## config.mk

```make
export PLATFORM = sky130hd
export DESIGN_NAME = rx_frame_fifo
export DESIGN_NICKNAME = d
export VERILOG_FILES = /design/src/rtl/rx_frame_fifo.sv
export SDC_FILE = /design/constraint.sdc
export NUM_CORES = 1
export LEC_CHECK = 0
export BUFFER_PORTS_ARGS = -buffer_cell sky130_fd_sc_hd__buf_2
export CAP_MARGIN = 15
export CORE_MARGIN = 8
export CORE_UTILIZATION = 45
export DETAILED_ROUTE_END_ITERATION = 12
export PLACE_DENSITY_LB_ADDON = 0.12
export SLEW_MARGIN = 20
export SYNTH_ARGS = -nofsm -noshare
export SYNTH_HDL_FRONTEND = slang
export SYNTH_SLANG_ARGS = --single-unit
```

## constraint.sdc

```tcl
create_clock -name PCLK_rx -period 2.8 [get_ports PCLK_rx]
set_input_delay 0.28 -clock PCLK_rx [delete_from_list [all_inputs] [get_ports PCLK_rx]]
set_output_delay 0.28 -clock PCLK_rx [all_outputs]
set_load 0.05 [all_outputs]
```

## src/rtl/rx_frame_fifo.sv

```systemverilog
// ---------------------------------------------------------------------------
// rx_frame_fifo
//
// Receive-side word buffer between the RX deserializer and the APB read
// interface. Words pushed by the deserializer are presented
// first-word-fall-through on reg_receive_rx and removed by a one-cycle pop
// strobe. The block also assembles the read-only RX status word and raises a
// level/overflow interrupt.
//
// Ports:
//   PCLK_rx         in   clock for the whole block
//   PRESET_rx       in   asynchronous active-high reset
//   frame_valid_rx  in   push strobe from the deserializer
//   frame_data_rx   in   word to push (sampled with frame_valid_rx)
//   read_enable_rx  in   pop strobe from the APB read side
//   clear_flags_rx  in   clears the sticky overflow/underflow flags
//   reg_receive_rx  out  head-of-FIFO word, 0 when empty
//   reg_status_rx   out  {6'b0, level, udf, empty, full, ovf, count[4:0]}
//   rx_irq          out  level (count >= THRESHOLD) OR overflow flag
// ---------------------------------------------------------------------------
module rx_frame_fifo #(
  parameter int DATAWIDTH = 16,
  parameter int DEPTH     = 16,
  parameter int PTRWIDTH  = 4,
  parameter int THRESHOLD = 8
) (
  input  logic                 PCLK_rx,
  input  logic                 PRESET_rx,
  input  logic                 frame_valid_rx,
  input  logic [DATAWIDTH-1:0] frame_data_rx,
  input  logic                 read_enable_rx,
  input  logic                 clear_flags_rx,
  output logic [DATAWIDTH-1:0] reg_receive_rx,
  output logic [15:0]          reg_status_rx,
  output logic                 rx_irq
);

  localparam logic [4:0] DEPTH_C     = 5'(DEPTH);
  localparam logic [4:0] THRESHOLD_C = 5'(THRESHOLD);

  logic [DATAWIDTH-1:0] mem [DEPTH];
  logic [PTRWIDTH-1:0]  wr_ptr;
  logic [PTRWIDTH-1:0]  rd_ptr;
  logic [4:0]           count;
  logic                 ovf_flag;
  logic                 udf_flag;

  logic empty;
  logic full;
  logic level;
  logic do_pop;
  logic do_push;
  logic ovf_event;
  logic udf_event;

  assign empty = (count == 5'd0);
  assign full  = (count == DEPTH_C);
  assign level = (count >= THRESHOLD_C);

  // A pop only happens on a non-empty FIFO. A push into a full FIFO is still
  // accepted when a pop frees the head slot in the same cycle (full implies
  // non-empty, so the pop is guaranteed to execute).
  assign do_pop    = read_enable_rx && !empty;
  assign do_push   = frame_valid_rx && (!full || do_pop);
  assign ovf_event = frame_valid_rx && full && !read_enable_rx;
  assign udf_event = read_enable_rx && empty;

  // Storage is deliberately left out of reset; only the pointers and count
  // define which entries are valid.
  always_ff @(posedge PCLK_rx) begin
    if (do_push) begin
      mem[wr_ptr] <= frame_data_rx;
    end
  end

  always_ff @(posedge PCLK_rx or posedge PRESET_rx) begin
    if (PRESET_rx) begin
      wr_ptr <= '0;
      rd_ptr <= '0;
      count  <= '0;
    end else begin
      // Pointers wrap naturally because DEPTH == 2**PTRWIDTH.
      if (do_push) begin
        wr_ptr <= wr_ptr + 1'b1;
      end
      if (do_pop) begin
        rd_ptr <= rd_ptr + 1'b1;
      end
      case ({do_push, do_pop})
        2'b10:   count <= count + 5'd1;
        2'b01:   count <= count - 5'd1;
        default: count <= count;
      endcase
    end
  end

  // A new overflow/underflow in the same cycle as a clear keeps the flag set.
  always_ff @(posedge PCLK_rx or posedge PRESET_rx) begin
    if (PRESET_rx) begin
      ovf_flag <= 1'b0;
      udf_flag <= 1'b0;
    end else begin
      if (ovf_event) begin
        ovf_flag <= 1'b1;
      end else if (clear_flags_rx) begin
        ovf_flag <= 1'b0;
      end
      if (udf_event) begin
        udf_flag <= 1'b1;
      end else if (clear_flags_rx) begin
        udf_flag <= 1'b0;
      end
    end
  end

  assign reg_receive_rx = empty ? '0 : mem[rd_ptr];
  assign reg_status_rx  = {6'b0, level, udf_flag, empty, full, ovf_flag, count};
  assign rx_irq         = level | ovf_flag;

endmodule
```

# After elaboration in Yosys (flattened, before gate mapping)
# Memory sizes are Yosys's and may differ from the RTL's.
# Cells that the tools add are included.
# W data, S select, Z words.
[word_totals] regBits=15 ramBits=256 input_bits=21 output_inout_bits=33 word_cells=35 mem_count=1
[mem_list] name="mem" depth=16 width=16 read_ports=1 rd_ports_with_merged_regs=0 wr=1 line="41" source="logic [DATAWIDTH-1:0] mem [DEPTH];"
[op_classes] addsub=4 magnitude_cmp=1 n_eq_ne=3 n_mux=7 bitwise=1 reduce_logical=13
[ops] cell="$mux W16" count=1
[ops] cell="$pmux W5 S2" count=1
[ops] cell="$add A4 B1 Y4 const B" count=2
[ops] cell="$reduce_bool A2 Y1" count=3
[ops] cell="$add A5 B1 Y5 const B" count=1
[ops] cell="$eq A5 B5 Y1 const B" count=1
[ops] cell="$ge A5 B4 Y1 const B" count=1
[ops] cell="$logic_and A1 B1 Y1" count=5
[ops] cell="$logic_not A5 Y1" count=1
[ops] cell="$mux W1" count=5
[ops] cell="$sub A5 B1 Y5 const B" count=1
[ops] cell="$logic_not A1 Y1" count=3
[ops] cell="$eq A2 B1 Y1 const B" count=1
[ops] cell="$eq A2 B2 Y1 const B" count=1
[ops] cell="$logic_or A1 B1 Y1" count=1
[ops] cell="$or A1 B1 Y1" count=1

# Longest topological paths before layout
[logic_depth] depth_word=7 ltp_mapped=10 ltp_nobuf=9

# Least setup slack after synthesis
# No wires, ideal clock.
[synth_path] path_type="register -> register" startpoint="register count[0]" endpoint="memory mem[3][0], enable pin" setup_ns=0.430 arrival_ns=2.849 required_time_ns=2.370 path_slack_ns=-0.479 stages_incl_launch_ff=6 n_path_buf=2 synth_period_minus_slack_ns=3.279 cell_sequence="dfrtp_1 or4_4 buf_6 o31ai_4 buf_6 nor4_1"
[synth_between] elab_chain_cells=7 word_cells_on_any_way=9 classes_between="eq/ne (1); mux (2); reduce/logical (6)"
[synth_rtl] element="start, declared" line="44" source="logic [4:0] count;"
[synth_rtl] element="start signal, assigned" line="90" source="2'b10: count <= count + 5'd1;"
[synth_rtl] element="start signal, assigned" line="91" source="2'b01: count <= count - 5'd1;"
[synth_rtl] element="start signal, assigned" line="92" source="default: count <= count;"
[synth_rtl] element="$logic_not A5 Y1" line="56" source="assign empty = (count == 5'd0);"
[synth_rtl] element="$logic_not A1 Y1" line="63" source="assign do_pop = read_enable_rx && !empty;"
[synth_rtl] element="$logic_and A1 B1 Y1" line="63"
[synth_rtl] element="$logic_or A1 B1 Y1 (*)" line="64" source="assign do_push = frame_valid_rx && (!full || do_pop);"
[synth_rtl] element="$logic_and A1 B1 Y1 (*)" line="64"
[synth_rtl] element="$mux W1 (*)" line="71" source="if (do_push) begin"
[synth_rtl] element="$mux W1 (implied by the code) (*)" line="72" source="mem[wr_ptr] <= frame_data_rx;"
[synth_rtl] element="end, declared" line="41"
# Mark *: on every way between the ends. The rest lies on a longest branch, timed or not.

# Final worst setup path
[layout_path] startpoint="register rd_ptr[0]" endpoint="output port reg_receive_rx[6]"
[layout_between] elab_chain_cells=2
[layout_rtl] element="start, declared" line="43" source="logic [PTRWIDTH-1:0] rd_ptr;"
[layout_rtl] element="start signal, assigned" line="87" source="rd_ptr <= rd_ptr + 1'b1;"
[layout_rtl] element="$mem_v2 Z16 W16"
[layout_rtl] element="$mux W16" line="116" source="assign reg_receive_rx = empty ? '0 : mem[rd_ptr];"
[layout_rtl] element="end, declared" line="33" source="output logic [DATAWIDTH-1:0] reg_receive_rx,"
# No other way between the ends.

==> qor.yml <==
setup_path:
  crit_required_ns: 2.52
  cp.arrival_ns: 2.50
  path_max_fanout: 6
  rr_endpoint: "mem[8][7]$_DFFE_PP_"
  path_class: "reg2out"
  rr_worst_depth: 5
  endpoint_kind: "output port"
  r2r-start: "count[2]$_DFFE_PP0P_"
  start_kind: "flip-flop"
  r2r_slack_ns: 0.40
floorplan:
  row_count: 57
  ios: 54
  die_x_um: 172
  core-area_sq_um: 24000
  start_util_pct: 45.3
  dieArea_sq_um: 29400
  dieHeight_um: 172
timing:
  hold_violations: 0
  grt_setup_unrepaired: "true"
  fin_crit_ns: 2.78
  tightest_slew_ns: 0.674
  setup_violations: 0
  max_slew_margin_pct: 55.0
  fin_crit_sh_pct: 99.4
  fmax_mhz: 359
  slew_viol_final: 0
  clock_skew_ns: 0.0159
final_layout:
  area_growth_syn_to_layout_pct: 22.6
  fillers: 1879
  nets: 673
  post-route-util_pct: 55.5
  final_cells: 992
  drive_gt1_share_pct: 42.6
clocking:
  clkTransAtPathRegs_ns: 0.06
  ctsHtreeMaxLevel: 1
  clockBufferDepth: 3
  clock_latency_ns: 0.54
  cts_tree: "built"
  root_buffer: "clkbuf_16"
  numClockSinks: 271
  cts_buffers: 28
synth:
  synth-adder-area-share_pct: 0.690
  synthCells: 534
  synth_area_sq_um: 10900
  synth_xor_area_share_pct: 0.724
  synthArstFlopShare_pct: 5.54
  synth_cell_types: 42
  ys_seq_area_share_pct: 74.1
  synth_flop_cell: "edfxtp_1"
  avgSynthCellArea_sq_um: 20.4
  ys_ff_latch: 271
  yosys.area_share.simple_pct: 2.69
  synth-edff-count: 256
  yosysWarnings: 0
  synth_top_family_by_area: "multiplexers"
  synthMuxAreaShare_pct: 16.8
  synth_compound_area_share_pct: 2.40
power_and_ir_drop:
  p_leak_uw: 0.00457
  pwr_density_cell_nw_per_um2: 1160
  irDropWorstVdd_mv: 1.41
route:
  met1Wirelength_um: 10500
  ant_nets: 0
  dr.max_layer_used: "met4"
  routed-wl-met2_um: 11600
  routed_wl_um: 24200
  dr.first_iter.drc_count: 387
  wl_met3_um: 1440
  drcViolationCount: 0
  detailedRoute.firstPassIterationCount: 4
  vias: 5495
  via_per_inst: 5.54
  wl_per_cell_um: 24.4
grt:
  grt_pass1_wl_um: 36000
  grt_pass1_vias: 5628
  gr-total-overflow: 0
  antenna_found_initial: 2
  grt_usage_pct: 16.6
  grt_start_max_net_pins: 52
min_path:
  hold_depth: 1
  hold_start: "frame_data_rx[8]"
  whs_endpoint: "mem[10][8]$_DFFE_PP_"
  hp-class: "in2reg"
job:
  drv_cap: 0
placed_design:
  dp_hpwl_um: 14600
  portBuffers: 47
  gp_congestion: 0.766
  dpl.cell_count: 909
run_status:
  status: "completed"
==> cell usage in the layout (no fill, tap or decap), types with 9 or more instances in the layout <==
cell type	netlist	final
buf_4	16	59
inv_1	9	9
buf_12	0	10
dfrtp_1	15	11
edfxtp_1	256	256
clkbuf_16	0	33
buf_2	3	31
nand3_1	9	9
mux4_2	64	64
mux2_2	17	13
==> Yosys cell counts (2+ instances only) <==
cell type | number | area (sq um)
mux4_2 | 64 | 1440
a21oi_1 | 17 | 85.1
nor4_1 | 3 | 18.8
mux2i_1 | 18 | 180
dfrtp_1 | 15 | 375
o31ai_1 | 2 | 15.0
or2_2 | 2 | 12.5
nand2b_1 | 2 | 12.5
nand2_1 | 6 | 22.5
nand3_1 | 9 | 45.0
or3_1 | 2 | 12.5
buf_6 | 3 | 33.8
xnor2_1 | 6 | 52.6
inv_1 | 9 | 33.8
xor2_1 | 3 | 26.3
mux2_2 | 17 | 191
buf_4 | 16 | 120
clkbuf_1 | 18 | 67.6
buf_2 | 3 | 15.0
and2_1 | 8 | 50.1
edfxtp_1 | 256 | 7690
nor2_1 | 8 | 30.0
and3_1 | 6 | 37.5
ha_1 | 6 | 75.1
o21ai_0 | 18 | 90.1
==> critical path, stage by stage (launching register included) <==
cell and delay, ns:
dfrtp_4 0.44, buf_12 0.16, clkbuf_16 0.17, mux4_2 0.48, mux2_4 0.29, o21ai_4 0.14, a21oi_4 0.07, buf_8 0.19
==> kinds of logic (layout without fill, tap and decap cells) <==
logic type | Yosys count | after routing
buffers and inverters | 51 | 179
AOI/OAI and AO/OA | 44 | 44
other | 1 | 7
xor gates and xnor gates | 9 | 9
DFF | 271 | 271
and+or+nand+nor | 52 | 52
muxes | 100 | 100
adders and majority gates | 6 | 6
==> state kept, by name (all words and copies together), names as in the netlist <==
name      flops
count         5
mem         256
wr_ptr        4
rd_ptr        4
udf_flag      1
ovf_flag      1
==> per-layer routing <==
| layer | up-vias | track usage (%) |
|---|---|---|
| met5 | - | 0 |
| met4 | 0 | 5.67 |
| met1 | 2888 | 22.1 |
| li1 | 2400 | - |
| met2 | 161 | 27.4 |
| met3 | 46 | 2.82 |
==> metrics by stage <==
| step | hold WS (ns) | cell area, sq um | worst slack, ns | power, uW | TNS [ns] |
|---|---|---|---|---|---|
| after floorplan | 0.181 | 10900 | 0.201 | 8910 | 0 |
| after global placement | 0.419 | 11700 | 0.260 | 10400 | 0 |
| after detailed placement | 0.425 | 11700 | 0.286 | 10400 | 0 |
| after CTS | 0.0959 | 13000 | -0.0228 | 14900 | -0.103 |
| after global routing | 0.106 | 13300 | -0.0524 | 16100 | -0.360 |
| final | 0.117 | 13300 | 0.0159 | 15400 | 0 |
==> power by group <==
group	total (uW)	internal [uW]	switching [uW]	leakage (uW)
Combinational	6320	2890	3430	0.00162
Sequential	5230	4920	311	0.00249
Clock	3850	2340	1510	0.000463
Total	15400	10200	5250	0.00457
==> area by class of cell <==
class / count / area (sq um) / share of cell area, %
Clock buffer: 32 / 737 / 5.53
Antenna cell: 1 / 2.50 / 0.0188
Sequential cell: 271 / 8070 / 60.5
Inverter: 9 / 33.8 / 0.253
Tap cell: 324 / 405 / 3.04
Timing Repair Buffer: 119 / 1120 / 8.41
Clock inverter: 19 / 221 / 1.66
Multi-Input combinational cell: 217 / 2750 / 20.6
==> timing repair <==
action	in CTS	in global routing
cloned	1	4
hold buffers	2	0
setup buffers	17	7
endpoints found under the setup margin	16	16
hold endpoints to repair	17	0
gates resized for setup	42	46
==> how the worst max path moves through the flow <==
stage | from | end | slack (ns) | cells after the start
after floorplan | count[0]$_DFFE_PP0P_ | mem[3][0]$_DFFE_PP_ | 0.20 | 5
after global placement | rd_ptr[0]$_DFFE_PP0N_ | reg_receive_rx[6] | 0.26 | 6
after detailed placement | rd_ptr[0]$_DFFE_PP0N_ | reg_receive_rx[6] | 0.29 | 6
after CTS | rd_ptr[0]$_DFFE_PP0N_ | reg_receive_rx[14] | -0.02 | 7
after global routing | rd_ptr[0]$_DFFE_PP0N_ | reg_receive_rx[12] | -0.05 | 6
final | rd_ptr[0]$_DFFE_PP0N_ | reg_receive_rx[6] | 0.02 | 7
Power figures use the tool's default switching activity.
